==> config.mk <==
export PLATFORM = sky130hd
export DESIGN_NAME = alu_result_serializer
export DESIGN_NICKNAME = d
export VERILOG_FILES = /design/src/rtl/alu_ser_pkg.sv /design/src/rtl/alu_res_fifo.sv /design/src/rtl/alu_result_serializer.sv
export SDC_FILE = /design/constraint.sdc
export NUM_CORES = 1
export LEC_CHECK = 0
export BUFFER_PORTS_ARGS = -buffer_cell sky130_fd_sc_hd__buf_2
export CORE_MARGIN = 2
export CORE_UTILIZATION = 52
export CTS_CLUSTER_DIAMETER = 150
export DETAILED_ROUTE_END_ITERATION = 6
export GPL_TIMING_DRIVEN = 0
export PLACE_DENSITY = 0.84
export RECOVER_POWER = 25
export SETUP_SLACK_MARGIN = 0.4
export SLEW_MARGIN = 30
export SYNTH_ARGS = -nofsm -noshare
export SYNTH_HDL_FRONTEND = slang
export SYNTH_SLANG_ARGS = --single-unit
==> constraint.sdc <==
create_clock -name i_clk -period 2.1 [get_ports i_clk]
set_input_delay 0 -clock i_clk [delete_from_list [all_inputs] [get_ports i_clk]]
set_output_delay 0 -clock i_clk [all_outputs]
set_load 0.01 [all_outputs]
==> src/rtl/alu_ser_pkg.sv <==
// Shared definitions for the ALU result serializer and its neighbours:
// FSM state encoding, a ceiling-log2 helper and the default byte width
// also used by the UART TX framer.
package alu_ser_pkg;

   localparam logic ST_IDLE = 1'b0;
   localparam logic ST_SEND = 1'b1;

   localparam int DEFAULT_BYTE_WIDTH = 8;

   // Smallest r with 2**r >= value (0 for value <= 1).
   function automatic int clog2(input int value);
      int r;
      int p;
      r = 0;
      p = 32'sd1;
      while (p < value) begin
         p = p * 32'sd2;
         r = r + 32'sd1;
      end
      return r;
   endfunction

endpackage

==> src/rtl/alu_res_fifo.sv <==
// Synchronous word FIFO. Full/empty come from the occupancy count, so the
// pointers may be equal in both states. The caller only pushes when there
// is room (or a pop happens in the same cycle) and only pops when non-empty.
module alu_res_fifo
   import alu_ser_pkg::*;
#(
   parameter int WIDTH = 16,
   parameter int DEPTH = 4
) (
   input  logic                   i_clk,
   input  logic                   i_rst,
   input  logic                   i_push,
   input  logic [WIDTH-1:0]       i_wdata,
   input  logic                   i_pop,
   output logic [WIDTH-1:0]       o_head,
   output logic                   o_full,
   output logic                   o_empty,
   output logic [clog2(DEPTH):0]  o_count
);

   localparam int PTR_W = clog2(DEPTH);
   localparam int CNT_W = PTR_W + 1;

   logic [WIDTH-1:0] mem_r [DEPTH];
   logic [PTR_W-1:0] wr_ptr_r;
   logic [PTR_W-1:0] rd_ptr_r;
   logic [CNT_W-1:0] count_r;

   // Word storage; contents intentionally survive reset.
   always_ff @(posedge i_clk) begin
      if (i_push) begin
         mem_r[wr_ptr_r] <= i_wdata;
      end
   end

   // Pointers wrap naturally (power-of-two depth); count tracks push/pop.
   always_ff @(posedge i_clk or posedge i_rst) begin
      if (i_rst) begin
         wr_ptr_r <= PTR_W'(0);
         rd_ptr_r <= PTR_W'(0);
         count_r  <= CNT_W'(0);
      end else begin
         if (i_push) begin
            wr_ptr_r <= wr_ptr_r + PTR_W'(1);
         end
         if (i_pop) begin
            rd_ptr_r <= rd_ptr_r + PTR_W'(1);
         end
         case ({i_push, i_pop})
            2'b10:   count_r <= count_r + CNT_W'(1);
            2'b01:   count_r <= count_r - CNT_W'(1);
            default: count_r <= count_r;
         endcase
      end
   end

   assign o_head  = mem_r[rd_ptr_r];
   assign o_full  = (count_r == CNT_W'(DEPTH));
   assign o_empty = (count_r == CNT_W'(0));
   assign o_count = count_r;

endmodule

==> src/rtl/alu_result_serializer.sv <==
// Captures ALU result words into a small FIFO and streams each one out as
// BYTES bytes on a valid/ready interface. The ALU cannot be stalled, so a
// word arriving with no room is dropped and reported.
module alu_result_serializer
   import alu_ser_pkg::*;
#(
   parameter int IN_WIDTH   = 16,
   parameter int BYTE_WIDTH = DEFAULT_BYTE_WIDTH,
   parameter int DEPTH      = 4,
   parameter bit MSB_FIRST  = 1'b0
) (
   input  logic                   i_clk,
   input  logic                   i_rst,
   input  logic [IN_WIDTH-1:0]    i_alu_out,
   input  logic                   i_out_valid,
   output logic [BYTE_WIDTH-1:0]  o_byte,
   output logic                   o_byte_valid,
   input  logic                   i_byte_ready,
   output logic [clog2(DEPTH):0]  o_fifo_count,
   output logic                   o_overflow,
   output logic [7:0]             o_drop_cnt,
   output logic                   o_busy
);

   localparam int BYTES = IN_WIDTH / BYTE_WIDTH;
   localparam int IDX_W = (BYTES > 1) ? clog2(BYTES) : 1;
   localparam int CNT_W = clog2(DEPTH) + 1;
   localparam logic [IDX_W-1:0] LAST_IDX = IDX_W'(BYTES - 1);

   logic                  state_r;
   logic                  state_next_s;
   logic [IDX_W-1:0]      idx_r;
   logic [IDX_W-1:0]      idx_next_s;
   logic [IDX_W-1:0]      sel_s;
   logic [IN_WIDTH-1:0]   head_s;
   logic                  full_s;
   logic                  empty_s;
   logic [CNT_W-1:0]      count_s;
   logic [CNT_W-1:0]      cnt_next_s;
   logic                  hs_s;
   logic                  last_hs_s;
   logic                  push_s;
   logic                  drop_s;
   logic                  overflow_r;
   logic [7:0]            drop_cnt_r;
   logic                  busy_r;
   logic [BYTE_WIDTH-1:0] slices_s [BYTES];

   alu_res_fifo #(
      .WIDTH (IN_WIDTH),
      .DEPTH (DEPTH)
   ) u_fifo (
      .i_clk   (i_clk),
      .i_rst   (i_rst),
      .i_push  (push_s),
      .i_wdata (i_alu_out),
      .i_pop   (last_hs_s),
      .o_head  (head_s),
      .o_full  (full_s),
      .o_empty (empty_s),
      .o_count (count_s)
   );

   // A handshake on the final byte pops the head, which frees a slot for
   // a word arriving in that same cycle even when the FIFO is full.
   assign hs_s       = (state_r == ST_SEND) && i_byte_ready;
   assign last_hs_s  = hs_s && (idx_r == LAST_IDX);
   assign push_s     = i_out_valid && (!full_s || last_hs_s);
   assign drop_s     = i_out_valid && full_s && !last_hs_s;
   assign cnt_next_s = count_s + CNT_W'(push_s) - CNT_W'(last_hs_s);

   for (genvar g = 0; g < BYTES; g++) begin : g_slice
      assign slices_s[g] = head_s[g*BYTE_WIDTH +: BYTE_WIDTH];
   end

   // Map the transmit index onto a head-word slice according to byte order.
   always_comb begin
      if (MSB_FIRST) begin
         sel_s = LAST_IDX - idx_r;
      end else begin
         sel_s = idx_r;
      end
   end

   // Byte mux; forced to zero while nothing is stored.
   always_comb begin
      if (empty_s) begin
         o_byte = BYTE_WIDTH'(0);
      end else begin
         o_byte = slices_s[sel_s];
      end
   end

   // Next-state logic: IDLE waits for data, SEND walks the byte index.
   always_comb begin
      state_next_s = state_r;
      idx_next_s   = idx_r;
      case (state_r)
         ST_IDLE: begin
            idx_next_s = IDX_W'(0);
            if (count_s != CNT_W'(0)) begin
               state_next_s = ST_SEND;
            end else begin
               state_next_s = ST_IDLE;
            end
         end
         ST_SEND: begin
            if (last_hs_s) begin
               idx_next_s = IDX_W'(0);
               if (cnt_next_s != CNT_W'(0)) begin
                  state_next_s = ST_SEND;
               end else begin
                  state_next_s = ST_IDLE;
               end
            end else if (hs_s) begin
               idx_next_s = idx_r + IDX_W'(1);
            end else begin
               idx_next_s = idx_r;
            end
         end
         default: begin
            state_next_s = ST_IDLE;
            idx_next_s   = IDX_W'(0);
         end
      endcase
   end

   // FSM and byte index registers; reset abandons any partial word.
   always_ff @(posedge i_clk or posedge i_rst) begin
      if (i_rst) begin
         state_r <= ST_IDLE;
         idx_r   <= IDX_W'(0);
      end else begin
         state_r <= state_next_s;
         idx_r   <= idx_next_s;
      end
   end

   // Drop reporting and registered busy flag.
   always_ff @(posedge i_clk or posedge i_rst) begin
      if (i_rst) begin
         overflow_r <= 1'b0;
         drop_cnt_r <= 8'd0;
         busy_r     <= 1'b0;
      end else begin
         overflow_r <= drop_s;
         if (drop_s && (drop_cnt_r != 8'hFF)) begin
            drop_cnt_r <= drop_cnt_r + 8'd1;
         end
         busy_r <= (cnt_next_s != CNT_W'(0)) || (state_next_s == ST_SEND);
      end
   end

   assign o_byte_valid = (state_r == ST_SEND);
   assign o_fifo_count = count_s;
   assign o_overflow   = overflow_r;
   assign o_drop_cnt   = drop_cnt_r;
   assign o_busy       = busy_r;

endmodule
==> impl.org, run 1 <==
** Yosys
- Area share of xor/xnor cells in the synthesized design :: 3.76%
- Distinct cell type count of the synthesized netlist :: 30
- Post-synthesis net count :: 223
- Register bit total from synthesis :: 83
- Fraction of the yosys area taken by sequential cells :: 68.6%
- Measured against the total synthesized area, the mux share comes to 13.6%.
- Synth Area in Simple Gates :: 7.23%
- A synthesized cell averages 18.0 um^2.
- Complex-gate fraction of the synthesized area :: 0.609%
- Cells after synthesis :: 194
- By area, the combinational part of the netlist is dominated by multiplexers.
- The mapped netlist covers 3490 um^2.
- YS warnings :: 0
- Adder-cell share of the synthesized area :: 3.65%

** Power
- Sequential cells account for 37.4% of the total power.
- Max IR drop VDD :: 0.000677 V
- Total power :: 6.33 mW
- Switching power :: 2.07 mW
- In this run the power density over the cells is 1410 nW/um^2.
- Share of total power in combinational logic :: 43.3%
- Per report_power, the clock group accounts for 19.3% of the total.
- Leak pwr :: 1.77 nW
- Cell internal power was estimated by the tool at 4.27 mW.
- Net switching is 32.6% of the power.

** Run
- Max-cap viol count :: 0

** Clock tree
- Maximum count of clock buffers along a single path :: 2
- The H-tree generated during clock tree synthesis spans 3 levels.
- Clock-pin slew was measured on the worst setup and hold paths at 0.07 ns.
- TritonCTS clock tree :: built
- For the worst-skew pair, the clock arrives at the later sink with an insertion delay of 0.35 ns.
- Clock sink count :: 83
- Cts bufs inserted :: 9
- The tree is rooted in a clkbuf_8.

** Die
- The core region is 6420 um^2.
- Initial Utilization :: 54.4%
- Full die area :: 7390 um^2
- Die Span Y :: 86.0 um
- Row generation in the floorplan step produced 29 rows.
- For this design the top-level I/O count stands at 42.
- The die is 86.0 um wide.

** Final layout
- For this run, the share of the core covered by cells in the final layout is 69.7%.
- Syn-to-layout area delta :: 28.2%
- Count of non-filler cells in the finished layout :: 365
- Of the cells placed in the final design, the portion with a size suffix greater than 1 is 39.2%.
- 0 antenna diodes ended up in the layout.
- In the final design database the tool counted 313 nets.

** Status
- Result of the run :: finished with violations
- The checks that failed: negative setup slack.

** GRT
- The first global-routing pass estimated 11.0 mm of wire.
- Pin count of the biggest net entering global routing :: 20
- Sum of overflow across all layers after global routing :: 0
- Via count of the first global-routing pass :: 2,128
- Global routing used 20.2% of the available tracks across all layers.
- The initial antenna violation count was 0.

** Setup path
- STA classifies the critical path endpoint as a flop.
- The worst setup path is of the flop to flop kind.
- Sort of element at the start of the critical path :: flop
- Worst setup slack for register-to-register paths :: -0.09 ns
- Data on the critical path arrives at its endpoint at 2.40 ns.
- Required time worst endpoint :: 2.30 ns
- CP max FO :: 5

** Placement
- Number of placed instances, taps included :: 312
- Detailed placer's ending HPWL :: 4.15 mm
- Routability-driven placement finished with a final weighted congestion of 0.776.
- Buffers on Ports :: 41

** Drt
- Using the TritonRoute via totals, the vias-per-cell ratio works out to 5.47.
- Drt first pass iters :: 4
- The final route contains 1,995 vias.
- In this run the remaining antenna-violating nets after routing total 0.
- Length of routed wiring on met1 :: 2.75 mm
- The highest layer touched by signal routing is met4.
- The final layout contains routed wiring with a total length of 6.95 mm.
- After detailed routing, the number of remaining DRC violations is 0.
- Summed over all nets, wire length on met2 after detailed routing comes to 3.79 mm.
- DRT iter0 DRCs :: 197
- Summed over all nets, wire length on met3 after detailed routing comes to 302 um.
- After detailed routing, the average wire length per cell comes to 19.0 um.

** Timing
- Worst slew margin :: 50.5%
- Final Worst Setup Slack :: -0.0944 ns
- For the pin with the worst max-slew slack, the measured transition is 0.742 ns.
- The final number of max-transition violations was 0.
- Count of endpoints failing setup in the final report :: 3
- Worst-case clock skew :: 0.0138 ns
- Setup repair after global routing could not meet its margin everywhere.
- The worst path uses 104% of the clock period.
- The worst path in the final design needs a cycle of 2.19 ns, including I/O delays and setup.
- Worst hold slack :: 0.0457 ns
- Peak clock frequency supported by timing :: 456 MHz
- The final hold violation count was 0.

** Min path
- The tightest min-delay check is of the input pin to flop type.
[critical path: stages (launching register included)]
cell and delay, ns:
dfrtp_1 0.40, buf_12 0.13, nand3_4 0.08, inv_2 0.09, nand2_2 0.11, nand2_1 0.10
ha_4 0.17, fa_2 0.35, xnor2_2 0.15, xnor2_1 0.13, nor3_2 0.22, a21oi_1 0.11
[layout make-up]
cell class	count	area, um^2
inverter	9	36.3
timing repair buffer	79	558
fill	383	1940
clock buffer	9	124
multi-input combinational	95	1080
clock inverter	6	90.1
tap	77	96.3
sequential	83	2400
buffer	7	95.1
[logic make-up (layout without fill, tap and decap cells)]
group | after synthesis | after routing
AND/OR/NAND/NOR | 40 | 40
multiplexers | 27 | 27
adder cells (fa/ha/maj) | 9 | 9
AO/OA/AOI/OAI | 4 | 4
flip-flops | 83 | 83
buffers and inverters | 16 | 110
XOR/XNOR | 15 | 15
[what timing repair did]
action	CTS	global route
endpoints found under the setup margin	76	13
pin swaps	9	6
hold endpoints to repair	83	0
resized for setup	24	3
gates cloned	1	0
hold buffers	17	0
buffers inserted	16	4
[synth_stat cells (all sizes together)]
library cell / instances / area [um^2]
a21oi: 2 / 10.0
a31oi: 1 / 6.26
and2: 2 / 12.5
and3: 5 / 31.3
buf: 7 / 53.8
dfrtp: 19 / 475
edfxtp: 64 / 1920
fa: 2 / 40.0
ha: 7 / 87.6
inv: 9 / 33.8
mux2: 2 / 26.3
mux2i: 9 / 90.1
mux4: 16 / 360
nand2: 7 / 26.3
nand3: 4 / 42.5
nand4: 2 / 27.5
nor2: 11 / 48.8
nor3: 4 / 31.3
nor3b: 1 / 7.51
nor4: 4 / 25.0
o21ai: 1 / 5.00
xnor2: 6 / 52.6
xor2: 9 / 78.8
[registers in the layout (all words and copies together) (netlist names)]
register / flops
o_byte_valid: 1
o_overflow: 1
u_fifo.o_count: 3
u_fifo.rd_ptr_r: 2
u_fifo.mem_r: 64
u_fifo.wr_ptr_r: 2
idx_r: 1
o_busy: 1
o_drop_cnt: 8
[power by group through the flow]
stage                     Combinational, mW  Sequential (mW)  Clock (mW)
after floorplan                        1.53             2.39           0
after CTS                              2.66             2.37        1.23
after global placement                 2.07             2.38           0
after detailed placement               2.16             2.42           0
final                                  2.74             2.37        1.22
after global routing                   2.95             2.40        1.30
[path summary, 6_finish.rpt]
kind | startpoint | end | cells past startpoint
min reg2reg | o_drop_cnt[7] | o_drop_cnt[7] | 1
min | i_byte_ready | idx_r | 3
max | idx_r | o_byte_valid | 11
max in group asynchronous | i_rst | u_fifo.o_count[0] | 3
max reg2reg | idx_r | o_byte_valid | 11
min in group asynchronous | i_rst | o_drop_cnt[3] | 3
[per-layer routing]
layer / vias up / global-route usage [%]
met1: 1009 / 25.6
met2: 66 / 34.3
li1: 910 / -
met3: 10 / 3.08
met4: 0 / 9.67
met5: - / 0
[cell usage in the layout, fill, tap and decap left out, types with 2 or more instances in the layout]
master	synthesis	final
inv_2	0	2
xor2_1	9	9
clkbuf_8	0	9
clkbuf_1	0	12
edfxtp_1	64	64
and3_2	0	4
xnor2_1	6	5
buf_12	0	4
mux4_2	16	16
buf_4	0	18
nor2_4	1	2
inv_1	9	6
nor4_1	4	4
dlygate4sd3_1	0	17
a21oi_1	2	2
dfrtp_2	0	2
buf_6	3	4
nand3_4	1	2
ha_4	0	2
nor2_1	10	9
nor3_2	0	2
mux2i_1	9	9
buf_2	4	30
bufinv_16	0	2
dfrtp_1	19	17
nand2_1	7	6
ha_1	7	5
[per-stage QoR]
step	worst slack, ns	TNS, ns	instance area (um^2)
2_1_floorplan	-0.0425	-0.0818	3530
3_3_place_gp	-0.179	-0.421	3830
3_5_place_dp	-0.286	-0.669	3830
4_1_cts	-0.0337	-0.0588	4450
5_1_grt	-0.171	-0.453	4480
6_report	-0.0944	-0.175	4480
Note: power is estimated with default switching activity, not from simulation.
==> run 2, diff against run 1 <==
- HOLD_SLACK_MARGIN: default -> 0.08
==> impl.org, run 2 (same netlist as run 1, synthesis figures left out) <==
** Status
- The flow ran to the end, but the final reports show violations.
- The final reports fail on negative setup slack.

** Setup path
- Kind of end point of the critical path :: flop
- Slowest CP cell :: dfrtp_1
- Traced cell by cell, the critical path runs through buf_12, nand3_4, nand3_4, and2_4, buf_6, ha_4, fa_2, xnor2_2, xnor2_2, nor3_2, a21oi_1.
- The arrival time at the worst endpoint came to 2.40 ns (about the same).
- Critical path launch point :: idx_r
- Sort of element at the start of the critical path :: flop
- The count of buffer and inverter cells on the critical path is 2 (unchanged).
- End of the worst register-to-register path :: o_byte_valid
- Worst Setup Path Type :: flop to flop
- Peak per-stage delay on the critical path :: 0.40 ns (about the same)
- The highest fanout seen on the critical path is 4 (-1).
- Worst setup slack for register-to-register paths :: -0.08 ns (about the same)
- On the critical path the largest part of the delay comes from simple AND/OR/NAND/NOR gates.
- Required time worst endpoint :: 2.31 ns (about the same)
- The cell count of the worst reg-to-reg path came to 11 (unchanged).
- FF-to-FF Start :: idx_r

** Clock tree
- Clock root cell :: clkbuf_8
- The number of sinks driven by the clock tree is 83 (unchanged).
- The TritonCTS buffer count came to 9 (unchanged).
- The clock-pin slew of the registers on the worst-case setup and hold paths is 0.08 ns (about the same).
- Maximum count of clock buffers along a single path :: 2 (unchanged)
- The clock latency of the later-clocked register in the worst-skew pair is 0.35 ns (about the same).
- The H-tree depth reported by CTS was 3 (unchanged).
- TritonCTS clock tree :: built

** GRT
- The total congestion overflow is 0 (unchanged).
- The first-pass GRT wire length is 11.2 mm (+1.8%).
- Global-route total usage across every layer :: 21.0% (+0.76 points)
- The number of global-route vias before repair came to 2,131 (+0.14%).
- Pin count of the biggest net entering global routing :: 20 (unchanged)
- The initial antenna violation count came to 0 (unchanged).

** Drt
- WL/cell :: 19.5 um (+2.6%)
- The wire length after detailed routing was 7.23 mm (+4.0%).
- The antenna violation net count after detailed routing was 0 (unchanged).
- Via density per instance :: 5.51 (+0.73%)
- The total iterations of the first detailed-routing run came to 4 (unchanged).
- The DRC violation count after routing came to 0 (unchanged).
- DRT iter0 DRCs :: 182 (-7.6%)
- The total number of vias was 2,037 (+2.1%).

** Power
- Flop pwr share :: 36.9% (-0.5 points)
- The power share of the clock group was 19.2% (about the same).
- The combinational cell fraction of total power was 43.8% (+0.5 points).
- The total power density per cell area came to 1420 nW/um^2 (about the same).
- Switching part of the total power :: 32.9% (+0.29 points)
- Internal power of the cells :: 4.32 mW (+1.3%)
- Switching power :: 2.12 mW (+2.7%)
- The worst vdd rail ir drop came to 0.000681 V (+0.64%).
- The leakage component of the power was 1.79 nW (+1.0%).

** Placement
- The placer congestion estimate is 0.776 (unchanged).
- Detailed placer's ending HPWL :: 4.15 mm (unchanged)
- The worst setup timing slack at the placement stage came to -0.286 ns (unchanged).
- Buffers on Ports :: 41 (unchanged)

** Final layout
- Relative to the synthesized area, the layout overhead comes to 30.3%.
- The footprint of the flip-flops and latches is 2400 um^2 (unchanged).
- The share of cells above drive strength 1 was 39.6% (+0.35 points).
- Flip-flop count of the largest register after layout :: 64 (unchanged)
- Layout filler cell count :: 378 (-1.3%)
- Number of diodes added for antenna fixing :: 0 (unchanged)
- In the layout the commonest cells are edfxtp_1, buf_2, buf_4.
- The library cell used most frequently in the layout, excluding fill and tap cells, is edfxtp_1.
- Register with the highest flop count :: u_fifo.mem_r
- Total Nets Final :: 318 (+1.6%)
- The area of the multi-input gates came to 1110 um^2 (+3.2%).

** Timing
- The final hold violation count came to 0 (unchanged).
- The setup slack of the critical path after layout is -0.0849 ns (+0.00956 ns).
- Final clock period utilization by the worst path :: 104% (-0.46 points)
- The worst slew margin relative to its limit came to 50.3% (-0.15 points).
- The final hold slack is 0.133 ns (+0.0877 ns).
- The final critical delay including setup and external delays was 2.18 ns (-0.00956 ns).
- The final number of max-transition violations came to 0 (unchanged).
- Count of endpoints failing setup in the final report :: 3 (unchanged)
- The aggregate negative setup slack is -0.150 ns (+0.0247 ns).
- Setup repair after global routing could not meet its margin everywhere.
- The worst setup skew after layout is 0.00975 ns (-0.00401 ns).
- Peak clock frequency supported by timing :: 458 MHz (+0.44%)
- The worst-margin pin slew is 0.745 ns (+0.00230 ns).

** Min path
- Worst hold path cell count :: 4 (+1)
- For hold timing, the worst endpoint is o_busy.
- Hold/Removal Path Class :: input pin to flop
- The worst hold path begins at i_byte_ready.

** Die
- The effective utilization at floorplan was 54.4% (unchanged).
- Top-level I/O count :: 42 (unchanged)
- The placement row count was 29 (unchanged).
- Die X :: 86.0 um (unchanged)
- The core box area is 6420 um^2 (unchanged).
- Die Span Y :: 86.0 um (unchanged)
- The die area is 7390 um^2 (unchanged).

** Run
- The number of max-cap violations is 0 (unchanged).
[run 2: cell types whose count changed in the layout (fill, tap and decap cells not counted)]
cell,previous run,this run
and3_2,4,0
and3_4,0,4
buf_2,30,27
buf_4,18,21
clkbuf_1,12,15
dlygate4sd3_1,17,19
nor4_1,4,2
nor4_2,0,2
xnor2_1,5,4
xnor2_2,1,2
[run 2: stage by stage]
step | total power [mW] | area [um^2] | utilization, % | instances
finish | 6.44 | 4550 | 70.9 | 370
global route | 6.75 | 4550 | 70.9 | 370
CTS | 6.27 | 4470 | 69.7 | 363
detailed placement | 4.57 | 3830 | 59.7 | 312
global placement | 4.45 | 3830 | 59.6 | 312
floorplan | 3.92 | 3530 | - | 194
[run 2: worst max-delay path by stage]
stage | to | slack, ns | depth (start not counted)
3_3_place_gp | o_busy | -0.18 | 11
6_report | o_byte_valid | -0.08 | 11
2_1_floorplan | o_byte_valid | -0.04 | 11
4_1_cts | o_byte_valid | -0.03 | 11
3_5_place_dp | o_byte_valid | -0.29 | 11
5_1_grt | o_byte_valid | -0.18 | 10
[run 2: power groups by stage]
stage	Combinational [mW]	Clock [mW]	Sequential, mW
2_1_floorplan	1.53	0	2.39
3_3_place_gp	2.07	0	2.38
3_5_place_dp	2.16	0	2.42
4_1_cts	2.66	1.23	2.37
5_1_grt	3.02	1.32	2.41
6_report	2.82	1.24	2.38
[run 2: timing repair]
action                                  CTS  global route
endpoints found under the setup margin   76            26
pin swaps                                 9             7
cloned                                    1             0
buffers inserted                         16             7
resized for setup                        24            10
hold buffers                             19             0
endpoints found under the hold margin    85             0
[run 2: area by class of cell]
class / instances / share of cell area [%]
Sequential cell: 83 / 52.7
Multi-Input combinational cell: 95 / 24.5
Timing Repair Buffer: 84 / 13.1
Clock buffer: 9 / 2.72
Tap cell: 77 / 2.12
Buffer: 7 / 2.09
Clock inverter: 6 / 1.98
Inverter: 9 / 0.797
[run 2: worst min-delay path, stage by stage]
cell     delay [ns]
buf_2          0.13
nand3_4        0.10
inv_2          0.08
o21ai_1        0.13
[run 2: per-layer routing]
metal / share of wire (%) / vias to the layer above / track usage (%)
met5: 0 / - / 0
met2: 54 / 64 / 34.8
met1: 41 / 1035 / 27.0
li1: - / 925 / -
met4: 2.0 / 0 / 10.7
met3: 3.8 / 13 / 3.18
==> run 3, diff against run 2 <==
- ABC_CLOCK_PERIOD_IN_PS: default -> 2100
- CORE_ASPECT_RATIO: default -> 0.6
- SETUP_SLACK_MARGIN: 0.4 -> 0.05
==> impl.org, run 3 (same netlist as run 1, synthesis figures left out) <==
** Status
- The flow ran to the end, and the final reports show no timing, DRC or antenna violations.

** Placement
- The half-perimeter wire length of the detailed placement result was 4.52 mm (+8.9%).
- The placed instance area came to 3850 um^2 (+0.33%).
- Number of placed instances, taps included :: 322 (+3.2%)
- Buffers on Ports :: 41 (unchanged)
- The placer congestion estimate is 0.750 (-3.3%).
- Post-placement setup slack :: -0.260 ns (+0.0254 ns)

** Final layout
- Register with the highest flop count :: u_fifo.mem_r
- Core Util, Final :: 65.7% (-5.2 points)
- The antenna diode count came to 0 (unchanged).
- Flip-flop count of the largest register after layout :: 64 (unchanged)
- The library cells used most frequently in the layout, excluding fill and tap cells, are edfxtp_1, buf_2, dlygate4sd3_1.
- The total number of nets in the final design is 305 (-4.1%).
- Fraction of layout cells with a size suffix above 1 :: 36.3% (-3.3 points)
- The area growth from synthesis to layout is 24.0%.
- Count of non-filler cells in the finished layout :: 368 (-0.54%)
- Most common library cell in the layout ignoring fill and taps :: edfxtp_1
- Post-route cell area :: 4330 um^2 (-4.9%)

** Die
- Top-level I/O count :: 42 (unchanged)
- The chip height is 67.5 um (-21%).
- The placement row count came to 23 (-21%).
- The die area was 7410 um^2 (+0.30%).
- Die X :: 110 um (+28%)
- Area inside the core boundary :: 6590 um^2 (+2.6%)
- The effective utilization at floorplan was 53.0% (-1.4 points).

** Drt
- The detail-routed net length per standard cell is 18.6 um (-4.7%).
- The DRC violation count after routing is 0 (unchanged).
- Drt first pass iters :: 4 (unchanged)
- The antenna violation net count after detailed routing was 0 (unchanged).
- The initial detailed-routing violation count came to 77 (-58%).
- Vias post-DR :: 1,938 (-4.9%)
- DRT Wirelength :: 6.85 mm (-5.3%)
- The per-cell via count in the routed design is 5.27 (-4.3%).

** Clock tree
- TritonCTS built the clock tree.
- Cts bufs inserted :: 9 (unchanged)
- Clock root cell :: clkbuf_8
- The number of sinks driven by the clock tree was 83 (unchanged).
- Maximum count of clock buffers along a single path :: 2 (unchanged)
- Skew-Pair Late Insertion Delay :: 0.35 ns (about the same)
- Clock H-tree levels :: 3 (unchanged)
- Clock slew seen by the registers of the worst setup and hold paths :: 0.08 ns (about the same)

** Timing
- The final hold slack was 0.322 ns (+0.188 ns).
- The worst-margin pin slew came to 0.770 ns (+0.0257 ns).
- Final Worst Setup Slack :: 0.0476 ns (+0.132 ns)
- Peak clock frequency supported by timing :: 487 MHz (+6.5%)
- The final critical delay including setup and external delays came to 2.05 ns (-0.132 ns).
- The period utilization came to 97.7% (-6.3 points).
- Count of endpoints failing setup in the final report :: 0 (-3)
- The worst setup skew after layout came to 0.0105 ns (+0.000751 ns).
- The aggregate negative setup slack came to 0 ns (+0.150 ns).
- The final number of max-transition violations is 0 (unchanged).
- The final hold violation count is 0 (unchanged).
- Worst slew margin :: 48.6% (-1.7 points)
- Unrepaired setup endpoints after global routing :: yes

** Power
- Internal power of the cells :: 3.83 mW (-11%)
- Switching power :: 2.01 mW (-5.1%)
- Power share of the clock group :: 17.3% (-1.9 points)
- The combinational cell fraction of total power came to 42.2% (-1.6 points).
- The switching portion of total power was 34.4% (+1.5 points).
- The worst vdd rail ir drop is 0.000635 V (-6.8%).
- The leakage component of the power is 1.68 nW (-6.0%).
- The total chip power was 5.85 mW (-9.3%).
- The total power density per cell area came to 1350 nW/um^2 (-4.6%).
- Flop pwr share :: 40.4% (+3.5 points)

** Run
- Max-cap viol count :: 0 (unchanged)

** Setup path
- CP Buf/Inv Count :: 0 (-2)
- By startpoint and endpoint, the worst setup path is classified as flop to flop.
- Arrival time of the worst setup path :: 2.28 ns (-0.12 ns)
- The critical path data required time is 2.33 ns (+0.02 ns).
- Walking the worst path, the cells encountered are nor2_4, nand3_4, and2_4, ha_4, fa_2, xnor2_2, xnor2_1, nor3_2, o21ai_1.
- Reg2Reg Depth :: 9 (-2)
- CP max FO :: 3 (-1)
- Kind of end point of the critical path :: flop
- CP delay by family, top :: simple AND/OR/NAND/NOR gates
- Slowest CP cell :: dfrtp_2
- The highest cell delay on the worst timing path is 0.44 ns (+0.04 ns).
- Sort of element at the start of the critical path :: flop
- Cell count along the critical path :: 9 (-2)

** GRT
- The pin count of the biggest net entering global routing was 20 (unchanged).
- Sum of overflow across all layers after global routing :: 0 (unchanged)
- Global-route total usage across every layer :: 20.9% (-0.078 points)
- First-pass GRT wire length :: 10.7 mm (-4.2%)
- Number of antenna violations at the first check in global routing :: 0 (unchanged)
- The number of global-route vias before repair was 2,024 (-5.0%).

** Min path
- Hold/Removal Path Class :: input pin to async pin
[run 3: power groups by stage]
stage | sequential [mW] | clock [mW] | combinational, mW
2_1_floorplan | 2.39 | 0 | 1.53
3_3_place_gp | 2.38 | 0 | 2.08
3_5_place_dp | 2.42 | 0 | 2.16
4_1_cts | 2.36 | 1.03 | 2.39
5_1_grt | 2.39 | 1.11 | 2.69
6_report | 2.36 | 1.01 | 2.47
[run 3: worst reg2reg max path, delay by kind of cell, from the launching register on]
kind | cells | cell delay, ns
AO/OA/AOI/OAI | 1 | 0.10
XOR/XNOR | 2 | 0.28
adder cells (fa/ha/maj) | 2 | 0.50
flip-flops | 1 | 0.44
AND/OR/NAND/NOR | 4 | 0.62
[run 3: final timing paths]
check | slack [ns] | to | startpoint
worst min register to register | 0.50 | o_drop_cnt[7] | o_drop_cnt[7]
worst min-delay path | 0.32 | o_drop_cnt[0] | i_rst
max in group asynchronous | 1.24 | u_fifo.o_count[0] | i_rst
worst max register to register | 0.05 | o_busy | u_fifo.o_count[1]
min in group i_clk | 0.46 | u_fifo.mem_r[1][13] | i_alu_out[13]
worst max-delay path | 0.05 | o_busy | u_fifo.o_count[1]
[run 3: area by class of cell]
type / instances / area [um^2]
Fill cell: 461 / 2260
Clock inverter: 7 / 51.3
Multi-Input combinational cell: 95 / 1070
Buffer: 5 / 60.1
Clock buffer: 9 / 124
Timing Repair Buffer: 73 / 482
Inverter: 9 / 36.3
Tap cell: 87 / 109
Sequential cell: 83 / 2400
[run 3: metal layers]
layer | wire, um | vias up | track usage [%]
met5 | 0 | - | 0
met4 | 63 | 0 | 5.22
met1 | 3200 | 981 | 27.7
li1 | - | 901 | -
met2 | 3310 | 49 | 34.4
met3 | 269 | 7 | 6.37
[run 3: timing repair]
item | in CTS | in global routing
gates resized for setup | 9 | 15
hold buffers | 19 | 0
hold endpoints to repair | 85 | 0
pin swaps | 8 | 10
buffers inserted | 8 | 5
endpoints found under the setup margin | 4 | 11
